===== config.mk =====
export PLATFORM = sky130hd
export DESIGN_NAME = imm_pipe
export DESIGN_NICKNAME = d
export VERILOG_FILES = /design/src/rtl/imm_pipe_pkg.sv /design/src/rtl/imm_extract.sv /design/src/rtl/imm_pipe.sv
export SDC_FILE = /design/constraint.sdc
export NUM_CORES = 1
export LEC_CHECK = 0
export CAP_MARGIN = 25
export CORE_ASPECT_RATIO = 1.1
export CORE_MARGIN = 2
export CORE_UTILIZATION = 37
export CTS_CLUSTER_DIAMETER = 40
export DETAILED_ROUTE_END_ITERATION = 7
export SYNTH_ARGS = -nofsm -noshare
export SYNTH_HDL_FRONTEND = slang
export SYNTH_SLANG_ARGS = --single-unit

===== constraint.sdc =====
create_clock -name CLK -period 3 [get_ports CLK]
set_input_delay 0.6 -clock CLK [delete_from_list [all_inputs] [get_ports CLK]]
set_output_delay 0.6 -clock CLK [all_outputs]
set_load 0.01 [all_outputs]

===== src/rtl/imm_pipe_pkg.sv =====
// Shared definitions for the immediate pipeline: mode codes and skid-buffer states.
package imm_pipe_pkg;

  localparam int IMM_MODE_W = 4;

  // Original 3-bit codes keep their values, zero-extended to 4 bits.
  localparam logic [IMM_MODE_W-1:0] IMM_ZERO    = 4'd0;
  localparam logic [IMM_MODE_W-1:0] IMM_I       = 4'd1;
  localparam logic [IMM_MODE_W-1:0] IMM_S       = 4'd2;
  localparam logic [IMM_MODE_W-1:0] IMM_B       = 4'd3;
  localparam logic [IMM_MODE_W-1:0] IMM_U       = 4'd4;
  localparam logic [IMM_MODE_W-1:0] IMM_J       = 4'd5;
  localparam logic [IMM_MODE_W-1:0] IMM_CONST_4 = 4'd6;
  localparam logic [IMM_MODE_W-1:0] IMM_ZIMM    = 4'd7;
  localparam logic [IMM_MODE_W-1:0] IMM_SHAMT   = 4'd8;

  // Occupancy of the output/skid register pair.
  typedef enum logic [1:0] {
    ST_EMPTY = 2'd0,
    ST_ONE   = 2'd1,
    ST_TWO   = 2'd2
  } skid_state_e;

endpackage


===== src/rtl/imm_extract.sv =====
// Combinational immediate extraction and sign/zero extension to XLEN.
// Opcode bits [6:0] never contribute to an immediate, so only [31:7] enter.
module imm_extract
  import imm_pipe_pkg::*;
#(
  parameter int XLEN = 32
) (
  input  logic [31:7]           instr,
  input  logic [IMM_MODE_W-1:0] mode,
  output logic [XLEN-1:0]       imm,
  output logic                  err
);

  typedef logic signed [XLEN-1:0] sxlen_t;

  // Select the field layout for the mode; signed casts do the sign extension.
  always_comb begin
    imm = '0;
    err = 1'b0;
    case (mode)
      IMM_ZERO:    imm = '0;
      IMM_I:       imm = sxlen_t'($signed(instr[31:20]));
      IMM_S:       imm = sxlen_t'($signed({instr[31:25], instr[11:7]}));
      IMM_B:       imm = sxlen_t'($signed({instr[31], instr[7], instr[30:25],
                                           instr[11:8], 1'b0}));
      IMM_U:       imm = sxlen_t'($signed({instr[31:12], 12'b0}));
      IMM_J:       imm = sxlen_t'($signed({instr[31], instr[19:12], instr[20],
                                           instr[30:21], 1'b0}));
      IMM_CONST_4: imm = XLEN'(4);
      IMM_ZIMM:    imm = XLEN'(instr[19:15]);
      IMM_SHAMT:   imm = (XLEN == 32) ? XLEN'(instr[24:20]) : XLEN'(instr[25:20]);
      default: begin
        imm = '0;
        err = 1'b1;
      end
    endcase
  end

endmodule


===== src/rtl/imm_pipe.sv =====
// Registered immediate generator with PC+IMM target and a two-entry skid buffer.
// IN_READY is registered so downstream backpressure never reaches fetch combinationally.
module imm_pipe
  import imm_pipe_pkg::*;
#(
  parameter int XLEN = 32
) (
  input  logic                  CLK,
  input  logic                  RESETN,
  input  logic                  FLUSH,
  input  logic                  IN_VALID,
  output logic                  IN_READY,
  input  logic [31:0]           IN_INSTR,
  input  logic [IMM_MODE_W-1:0] IN_MODE,
  input  logic [XLEN-1:0]       IN_PC,
  output logic                  OUT_VALID,
  input  logic                  OUT_READY,
  output logic [XLEN-1:0]       OUT_IMM,
  output logic [XLEN-1:0]       OUT_TARGET,
  output logic [31:0]           OUT_INSTR,
  output logic                  OUT_ERR
);

  skid_state_e state_reg, state_next;
  logic        in_ready_reg;

  logic [XLEN-1:0] out_imm_reg, out_tgt_reg, skid_imm_reg, skid_tgt_reg;
  logic [31:0]     out_instr_reg, skid_instr_reg;
  logic            out_err_reg, skid_err_reg;

  logic [XLEN-1:0] new_imm, new_tgt;
  logic            new_err;
  logic            accept, transfer;
  logic            load_out, load_skid, skid_to_out;

  imm_extract #(.XLEN(XLEN)) u_extract (
    .instr (IN_INSTR[31:7]),
    .mode  (IN_MODE),
    .imm   (new_imm),
    .err   (new_err)
  );

  // Branch/jump target; wraps modulo 2^XLEN by construction.
  assign new_tgt  = IN_PC + new_imm;

  assign accept   = IN_VALID && in_ready_reg;
  assign transfer = OUT_VALID && OUT_READY;

  // Next-state and register-steering decisions; FLUSH overrides everything.
  always_comb begin
    state_next  = state_reg;
    load_out    = 1'b0;
    load_skid   = 1'b0;
    skid_to_out = 1'b0;
    if (FLUSH) begin
      state_next = ST_EMPTY;
    end else begin
      case (state_reg)
        ST_EMPTY: begin
          if (accept) begin
            state_next = ST_ONE;
            load_out   = 1'b1;
          end
        end
        ST_ONE: begin
          if (accept && transfer) begin
            load_out = 1'b1;
          end else if (accept) begin
            state_next = ST_TWO;
            load_skid  = 1'b1;
          end else if (transfer) begin
            state_next = ST_EMPTY;
          end
        end
        ST_TWO: begin
          if (transfer) begin
            state_next  = ST_ONE;
            skid_to_out = 1'b1;
          end
        end
        default: state_next = ST_EMPTY;
      endcase
    end
  end

  // State register and registered ready (low only when both slots will be full).
  always_ff @(posedge CLK or negedge RESETN) begin
    if (!RESETN) begin
      state_reg    <= ST_EMPTY;
      in_ready_reg <= 1'b1;
    end else begin
      state_reg    <= state_next;
      in_ready_reg <= (state_next != ST_TWO);
    end
  end

  // Output register: loaded from the inputs or from the skid slot.
  always_ff @(posedge CLK or negedge RESETN) begin
    if (!RESETN) begin
      out_imm_reg   <= '0;
      out_tgt_reg   <= '0;
      out_instr_reg <= '0;
      out_err_reg   <= 1'b0;
    end else if (load_out) begin
      out_imm_reg   <= new_imm;
      out_tgt_reg   <= new_tgt;
      out_instr_reg <= IN_INSTR;
      out_err_reg   <= new_err;
    end else if (skid_to_out) begin
      out_imm_reg   <= skid_imm_reg;
      out_tgt_reg   <= skid_tgt_reg;
      out_instr_reg <= skid_instr_reg;
      out_err_reg   <= skid_err_reg;
    end
  end

  // Skid register: holds the entry accepted while the output was stalled.
  always_ff @(posedge CLK or negedge RESETN) begin
    if (!RESETN) begin
      skid_imm_reg   <= '0;
      skid_tgt_reg   <= '0;
      skid_instr_reg <= '0;
      skid_err_reg   <= 1'b0;
    end else if (load_skid) begin
      skid_imm_reg   <= new_imm;
      skid_tgt_reg   <= new_tgt;
      skid_instr_reg <= IN_INSTR;
      skid_err_reg   <= new_err;
    end
  end

  assign IN_READY   = in_ready_reg;
  assign OUT_VALID  = (state_reg != ST_EMPTY);
  assign OUT_IMM    = out_imm_reg;
  assign OUT_TARGET = out_tgt_reg;
  assign OUT_INSTR  = out_instr_reg;
  assign OUT_ERR    = out_err_reg;

endmodule


==> reports/qor.yml, run 1 <==
critical_path:
  critical_path_required_ns: 3.30
  start_kind: "input pin"
  cp-end-kind: "register"
  timing.rr.end: "OUT_INSTR[0]"
  cp_max_fo: 4
  critical_path_class: "in2reg"
  timing.rr.start: "state_reg[1]"
  rr_worst_depth: 6
  critPathArrivalTime_ns: 3.46
  r2r_setup_slack_ns: 0.94
yosys:
  netlist_area_um2: 9880
  synth_cell_types: 57
  synth_mux_area_frac: 0.0555
  yosysWarnings: 0
  synth_edf_count: 0
  syn_area_per_cell_um2: 9.77
  synth-seq-cells: 197
  synth.net_count: 1116
  ys.flop_type: "dfrtp_1"
  synth_fa_ha_area_frac: 0.0413
  synth_cells: 1011
  synthSimpleGateAreaFrac: 0.128
  ys_async_sr_fraction: 1.00
  synth-compound-area-share: 0.209
  yosysSeqAreaShare: 0.499
  synth_top_family_by_area: "compound AO/OA/AOI/OAI gates"
  synthXorXnorAreaFrac: 0.0275
global_routing:
  grt_pass1_wl_mm: 49.1
  grt_max_degree: 105
  grt_usage: 0.224
  antenna_found_initial: 1
  grt_pass1_vias: 8832
  grt.overflow.total: 0
clocking:
  clk_latency_ns: 0.45
  clockBufferDepth: 2
  clkTransAtPathRegs_ns: 0.07
  cts_made_buffers: 17
  htreeDepth: 4
  clock_sinks: 197
  cts_tree: "yes"
  ctsHoldBuffers: 0
  cts-root-buf: "clkbuf_16"
detailed_routing:
  viasPerCell: 5.13
  dr.first_iter.drc_count: 648
  drc: 0
  wl_met3_mm: 1.29
  vias: 8862
  dr.pass1.iters: 5
  top_layer: "met4"
  drt-wirelength-per-cell_um: 18.0
  drt-met1-wl_mm: 14.1
  totalWireLength_mm: 31.1
  final_antenna_net_count: 0
  route.met2.wl_mm: 15.2
timing:
  finalCritPeriodShare: 1.05
  setup_viol: 22
  worst_slew_pin_slew_ns: 0.557
  skew_ns: 0.0173
  hold_viol: 0
  relSlewSlack: 0.628
  hold_slack_ns: 0.154
  setup_slack_ns: -0.161
  rsz0062_at_grt: "yes"
  final_max_slew_viol_count: 0
  clock.fmax_mhz: 316
  min_period_ns: 3.16
cells_and_area:
  area_delta_synth_final_pct: 51.1
  drive_gt1_frac: 0.303
  final_common_cell: "dfrtp_1"
  fin_area_um2: 14900
  final_cell_mix: "196 x dfrtp_1, 193 x buf_4, 151 x clkdlybuf4s50_1, 150 x nand2_1, 72 x o21ai_0"
  nets: 1467
floorplan:
  core_area_um2: 26200
  rows: 62
  die-area_um2: 28000
  initial_core_util: 0.377
  die_h_um: 175
  top_level_ports: 172
  die_x_um: 160
placement:
  dp_slack_ns: -1.20
  dp_hpwl_mm: 22.4
  placed_cell_area_um2: 13500
  place.gp.congestion: 0.875
  io_buffers: 171
min_path:
  hold_class: "in2async"
pwr:
  power_density_nw_per_um2: 555
  p_leak_nw: 6.79
  vdd_drop_max_mv: 0.361
job:
  max_cap_viol_count: 0
status:
  status: "finished with violations"
  violations: "negative setup slack"
cell type report:
| cell class | instances | area [um^2] |
|---|---|---|
| diodes | 1 | 2.50 |
| fillers | 2319 | 11300 |
| well taps | 352 | 440 |
| inverters | 40 | 158 |
| flip-flops and latches | 197 | 4930 |
| clock buffers | 17 | 425 |
| clock inverters | 15 | 120 |
| multi-input cells | 712 | 5270 |
| repair buffers | 394 | 3590 |
worst max-delay path by stage:
stage | end | slack, ns | startpoint
6_report | OUT_TARGET[24] | -0.16 | IN_MODE[3]
5_1_grt | skid_tgt_reg[29] | -0.32 | IN_MODE[1]
4_1_cts | skid_tgt_reg[29] | -0.18 | IN_MODE[1]
3_5_place_dp | skid_tgt_reg[22] | -1.20 | IN_MODE[0]
3_3_place_gp | skid_tgt_reg[22] | -1.11 | IN_MODE[3]
2_1_floorplan | skid_tgt_reg[29] | -0.45 | IN_MODE[1]
routing by layer:
metal  vias to the layer above  track usage
met1                      4318        0.305
met4                         0       0.0642
met3                        32       0.0316
met5                         -            0
li1                       4297            -
met2                       215        0.373
worst max-delay path: stages:
cell and delay (ns):
buf_8 0.10, buf_6 0.11, xor2_1 0.15, a32oi_1 0.15, nor2_1 0.08, a21oi_2 0.24
inv_2 0.08, ha_4 0.17, inv_2 0.06, fa_2 0.21, nor2b_2 0.05, o211ai_1 0.27
a211oi_2 0.12, buf_4 0.17, o21ai_4 0.20, o31ai_4 0.09, buf_6 0.14, a211oi_4 0.23
xor2_2 0.17, a21oi_1 0.08
stage by stage:
step	total power, mW	util	TNS, ns	std cells
after CTS	8.26	0.556	-1.45	1719
after global placement	5.88	0.513	-46.10	1658
final	8.29	0.570	-2.08	1728
after detailed placement	5.94	0.513	-50.34	1658
after global routing	8.73	0.570	-6.25	1728
after floorplan	4.68	-	-8.62	1011
logic make-up after synthesis:
group | count (synthesis)
AOI/OAI and AO/OA | 318
and+or+nand+nor | 281
DFF | 197
buffers and inverters | 102
muxes | 50
adders and majority gates | 32
xor gates and xnor gates | 31
power by group:
part	total [mW]	internal [mW]	switching, mW	leakage, nW
logic	2.51	1.38	1.13	4.05
clock network	2.20	1.08	1.12	0.266
registers	3.58	3.25	0.328	2.48
total	8.29	5.71	2.57	6.79
synth_stat cells, types with 2 or more instances:
cell      count  area share
dfrtp_1     196        0.50
nand2_1     151       0.057
o21ai_0      94       0.048
a21oi_1      79       0.040
nor2_1       50       0.019
clkbuf_1     49       0.019
inv_1        40       0.015
mux2_2       38       0.043
nor2b_1      34       0.022
a22oi_1      33       0.025
a211oi_1     31       0.024
ha_1         31       0.039
a221o_1      26       0.026
xor2_1       16       0.014
xnor2_1      15       0.013
mux2i_1      12       0.012
a21o_1       11      0.0084
o21a_1        9      0.0068
nor3_1        8      0.0041
a31oi_1       6      0.0038
buf_1         6      0.0023
buf_2         6      0.0030
nand2b_1      6      0.0038
nand4_1       6      0.0038
and3_1        4      0.0025
nand3_1       4      0.0020
o211ai_1      4      0.0030
or3_1         4      0.0025
a222oi_1      3      0.0030
and2_1        3      0.0019
nor4_1        3      0.0019
o21bai_1      3      0.0023
a211oi_2      2      0.0025
a21boi_0      2      0.0015
a21oi_2       2      0.0018
o221a_2       2      0.0023
or2_2         2      0.0013
repair_timing:
action                                  CTS  global route
pin swaps                                51            48
endpoints found under the setup margin   50            46
resized for setup                       122            61
setup buffers                            30            13
Note: power is estimated with default switching activity, not from simulation.
==> run 2: changes to the inputs <==
RECOVER_POWER = 100   (was default)
==> reports/qor.yml, run 2 (same netlist as run 1, synthesis figures left out) <==
cells_and_area:
  seqCellArea_um2: 4930
  final-instance-count-excl-fill: 1728
  fillCellCount: 2340
  utilization: 0.565
  nets: 1467
  final_common_cell: "dfrtp_1"
  drive_gt1_frac: 0.297
  final_cell_mix: "196 x dfrtp_1, 184 x buf_4, 150 x nand2_1, 101 x dlygate4sd3_1, 72 x o21ai_0"
  multi_input_area_um2: 5260
  area_delta_synth_final_pct: 50.0
placement:
  dp_hpwl_mm: 22.4
  place.gp.congestion: 0.875
  io_buffers: 171
  dpl.cell_count: 1658
critical_path:
  path_buf_inv: 6
  max_stage_delay_ns: 0.27
  cp_max_fo: 4
  critical_path_required_ns: 3.30
  timing.rr.start: "state_reg[1]"
  critPathArrivalTime_ns: 3.46
  crit_start: "IN_MODE[3]"
  start_kind: "input pin"
  slowest_stage: "o211ai_1"
  cp_top_family: "compound AO/OA/AOI/OAI gates"
  cp-end-kind: "register"
  cp_cell_sequence: "buf_8 -> buf_6 -> xor2_1 -> a32oi_1 -> nor2_1 -> a21oi_2 -> inv_2 -> ha_4 -> inv_2 -> fa_2 -> nor2b_2 -> o211ai_1 -> a211oi_2 -> buf_4 -> o21ai_4 -> o31ai_4 -> buf_6 -> a211oi_4 -> xor2_2 -> a21oi_1"
  critical_path_class: "in2reg"
status:
  violations: "max-capacitance violations, max-slew violations, negative setup slack"
  status: "finished with violations"
global_routing:
  antenna_found_initial: 2
  grt_pass1_wl_mm: 49.1
  grt_max_degree: 105
  grt_pass1_vias: 8832
  grt_usage: 0.224
  grt.overflow.total: 0
floorplan:
  initial_core_util: 0.377
  die_x_um: 160
  top_level_ports: 172
  die-area_um2: 28000
  core_area_um2: 26200
  rows: 62
  die_h_um: 175
detailed_routing:
  drc: 0
  viasPerCell: 5.13
  drt-wirelength-per-cell_um: 18.0
  dr.pass1.iters: 5
  final_antenna_net_count: 0
  dr.first_iter.drc_count: 654
  totalWireLength_mm: 31.1
  vias: 8860
min_path:
  hp-start: "OUT_INSTR[29]"
  hold_class: "reg2reg"
timing:
  relSlewSlack: -0.0567
  finalCritPeriodShare: 1.05
  worst_slew_pin_slew_ns: 1.58
  min_period_ns: 3.16
  skew_ns: 0.0196
  rsz0062_at_grt: "yes"
  final_max_slew_viol_count: 64
  setup_viol: 41
  setup_slack_ns: -0.164
  clock.fmax_mhz: 316
  hold_viol: 0
job:
  max_cap_viol_count: 1
pwr:
  clockPowerShare: 0.270
  switching_share: 0.313
  p_leak_nw: 6.86
  power_frac_comb: 0.293
  seqPwrFrac: 0.437
  power_density_nw_per_um2: 551
  switchingPower_mw: 2.56
  vdd_drop_max_mv: 0.356
  p_int_mw: 5.61
clocking:
  clk_latency_ns: 0.45
  clkTransAtPathRegs_ns: 0.07
  cts_tree: "yes"
  clockBufferDepth: 2
  clock_sinks: 197
  htreeDepth: 4
  cts-root-buf: "clkbuf_16"
  cts_made_buffers: 17
-- run 2: layer usage --
layer	share of wire	wire length (um)	global-route usage
met5	0	0	0
met4	0.016	503	0.0642
met3	0.039	1230	0.0316
met2	0.49	15300	0.373
met1	0.45	14200	0.305
-- run 2: metrics by stage --
stage	area (um^2)	setup WS, ns	hold WS [ns]	TNS, ns	total power [mW]
5_1_grt	14800	-0.318	0.505	-9.68	8.61
4_1_cts	14600	-0.182	0.155	-1.45	8.26
3_3_place_gp	13500	-1.11	0.461	-46.10	5.88
2_1_floorplan	10100	-0.445	0.304	-8.62	4.68
6_report	14800	-0.164	0.475	-2.90	8.16
3_5_place_dp	13500	-1.20	0.462	-50.34	5.94
-- run 2: power groups by stage --
| stage | registers [mW] | logic, mW | clock network (mW) |
|---|---|---|---|
| 6_report | 3.57 | 2.39 | 2.20 |
| 5_1_grt | 3.65 | 2.62 | 2.34 |
| 4_1_cts | 3.58 | 2.43 | 2.25 |
| 3_5_place_dp | 3.62 | 2.31 | 0 |
| 3_3_place_gp | 3.60 | 2.27 | 0 |
| 2_1_floorplan | 3.67 | 1.01 | 0 |
-- run 2: path summary, 6_finish.rpt --
kind | cells after the start | slack, ns | to
worst max-delay path | 20 | -0.16 | OUT_TARGET[24]
worst min-delay path | 2 | 0.47 | OUT_INSTR[29]
worst max register to register | 6 | 0.23 | OUT_IMM[8]
worst min register to register | 2 | 0.47 | OUT_INSTR[29]
max in group asynchronous | 2 | 0.61 | skid_tgt_reg[28]
min in group asynchronous | 1 | 0.56 | skid_instr_reg[1]
-- run 2: cell type report --
class	instances	share of cell area
Timing Repair Buffer	394	0.235
Multi-Input combinational cell	712	0.355
Clock buffer	17	0.0287
Tap cell	352	0.0297
Inverter	40	0.0106
Clock inverter	15	0.00810
Sequential cell	197	0.333
Antenna cell	1	0.000169
-- run 2: worst reg2reg max path: stages, from the launching register on --
cell	delay (ns)
dfrtp_1	0.44
or3b_2	0.48
nor2_1	0.33
buf_12	0.22
nor2_4	0.05
clkbuf_2	0.61
a221o_1	0.53
-- run 2: timing repair --
item | CTS | global route
setup endpoints to repair | 50 | 46
buffers inserted | 30 | 13
pin swaps | 51 | 48
resized for setup | 122 | 61
hold buffers | 0 | 0
==> run 3: changes to the inputs <==
CORE_UTILIZATION = 39   (was 37)
==> reports/qor.yml, run 3 (same netlist as run 1, synthesis figures left out) <==
status:
  status: "finished with violations"
  violations: "max-capacitance violations, max-slew violations, negative setup slack"
timing:
  final_max_slew_viol_count: 65
  setup_tns_ns: -4.14
  setup_slack_ns: -0.226
  clock.fmax_mhz: 310
  rsz0062_at_grt: "yes"
  worst_slew_pin_slew_ns: 1.64
  setup_viol: 36
  skew_ns: 0.0133
  relSlewSlack: -0.0957
  finalCritPeriodShare: 1.08
  hold_viol: 0
  min_period_ns: 3.23
global_routing:
  grt_pass1_wl_mm: 48.8
  grt_max_degree: 65
  grt.overflow.total: 0
  grt_pass1_vias: 8869
  grt_usage: 0.238
  antenna_found_initial: 0
clocking:
  clkTransAtPathRegs_ns: 0.08
  cts_tree: "yes"
  htreeDepth: 4
  ctsHoldBuffers: 0
  clk_latency_ns: 0.45
  clock_sinks: 197
  cts_made_buffers: 17
  clockBufferDepth: 2
  cts-root-buf: "clkbuf_16"
cells_and_area:
  final_common_cell: "buf_4"
  final_cell_mix: "208 x buf_4, 196 x dfrtp_1, 150 x nand2_1, 101 x dlygate4sd3_1, 66 x o21ai_0"
  antenna_cells: 0
  area_delta_synth_final_pct: 51.7
  drive_gt1_frac: 0.312
  nets: 1481
min_path:
  hold_class: "reg2reg"
critical_path:
  path_buf_inv: 6
  cp-end-kind: "register"
  critical_path_required_ns: 3.32
  crit_start: "IN_MODE[3]"
  cp_cell_sequence: "buf_8 -> buf_6 -> nor2b_4 -> a32oi_1 -> nor2_1 -> a21oi_2 -> inv_1 -> ha_2 -> inv_2 -> fa_2 -> nor2b_2 -> o211ai_1 -> a211oi_2 -> buf_4 -> o21ai_4 -> o31ai_4 -> buf_6 -> a31oi_4 -> xor2_2 -> a21oi_1"
  rr_worst_depth: 5
  max_stage_delay_ns: 0.34
  slowest_stage: "fa_2"
  cp_max_fo: 4
  start_kind: "input pin"
  cp_top_family: "compound AO/OA/AOI/OAI gates"
  critPathArrivalTime_ns: 3.55
  critical_path_class: "in2reg"
  path_depth: 20
  timing.rr.start: "state_reg[0]"
  timing.rr.end: "skid_instr_reg[20]"
  crit_top_cell: "buf_6"
  r2r_setup_slack_ns: 0.18
  cp-endpoint: "OUT_TARGET[22]"
floorplan:
  die_h_um: 171
  initial_core_util: 0.394
  rows: 61
  die_x_um: 156
  die-area_um2: 26600
  core_area_um2: 25100
  top_level_ports: 172
detailed_routing:
  final_antenna_net_count: 0
  vias: 9007
  drc: 0
  dr.pass1.iters: 4
  dr.first_iter.drc_count: 564
  viasPerCell: 5.29
  drt-wirelength-per-cell_um: 18.5
  totalWireLength_mm: 31.5
pwr:
  p_leak_nw: 6.97
  vdd_drop_max_mv: 0.364
  power_density_nw_per_um2: 561
placement:
  dp_hpwl_mm: 22.0
  place.gp.congestion: 0.839
  io_buffers: 171
  dp_slack_ns: -1.28
job:
  max_cap_viol_count: 1
[run 3: cell types whose count changed in the layout (fill, tap and decap cells not counted), moves of 4 or more]
cell,previous run,this run
buf_4,184,208
buf_6,20,12
a21oi_2,23,17
o21ai_0,72,66
a21oi_1,53,57
clkbuf_1,6,2
clkinv_2,4,0
ha_1,19,15
o21ai_1,20,24
[run 3: through the flow]
step	area [um^2]	util	power, mW	cells	hold slack (ns)
2_1_floorplan	10100	-	4.68	1011	0.304
3_3_place_gp	13400	0.532	5.87	1617	0.461
3_5_place_dp	13400	0.533	5.92	1618	0.463
4_1_cts	14700	0.585	8.48	1693	0.160
5_1_grt	15000	0.597	8.86	1703	0.495
6_report	15000	0.597	8.42	1703	0.476
[run 3: layout make-up]
| type | count | area, um^2 |
|---|---|---|
| Inverter | 40 | 155 |
| Timing Repair Buffer | 408 | 3580 |
| Clock buffer | 17 | 425 |
| Multi-Input combinational cell | 712 | 5320 |
| Clock inverter | 14 | 185 |
| Tap cell | 315 | 394 |
| Sequential cell | 197 | 4930 |
| Fill cell | 2115 | 10100 |
[run 3: how the worst min path moves through the flow]
stage	startpoint	endpoint	slack (ns)	cells after the start
6_report	OUT_INSTR[11]	OUT_INSTR[11]	0.48	2
5_1_grt	OUT_INSTR[7]	OUT_INSTR[7]	0.50	2
4_1_cts	RESETN	OUT_INSTR[0]	0.16	1
3_5_place_dp	OUT_INSTR[13]	OUT_INSTR[13]	0.46	2
3_3_place_gp	OUT_INSTR[22]	OUT_INSTR[22]	0.46	2
2_1_floorplan	RESETN	OUT_ERR	0.30	0
[run 3: repair_timing]
item | CTS | global route
cloned | 1 | 0
pin swaps | 49 | 69
resized for setup | 115 | 85
setup buffers | 45 | 12
endpoints found under the setup margin | 54 | 46
[run 3: tightest hold or removal path, cell delays in order (launching register included)]
cell and delay (ns):
dfrtp_1 0.34, nand2_1 0.05, nand2_1 0.06
[run 3: per-layer routing]
metal	vias up	routed length (um)	global-route usage
li1	4313	-	-
met2	194	15400	0.396
met1	4459	14200	0.320
met4	0	669	0.0690
met5	-	0	0
met3	41	1210	0.0390
[run 3: where the power goes]
part / switching, mW / total, mW / internal (mW)
Sequential: 0.326 / 3.58 / 3.25
Clock: 1.16 / 2.43 / 1.27
Combinational: 1.13 / 2.41 / 1.28
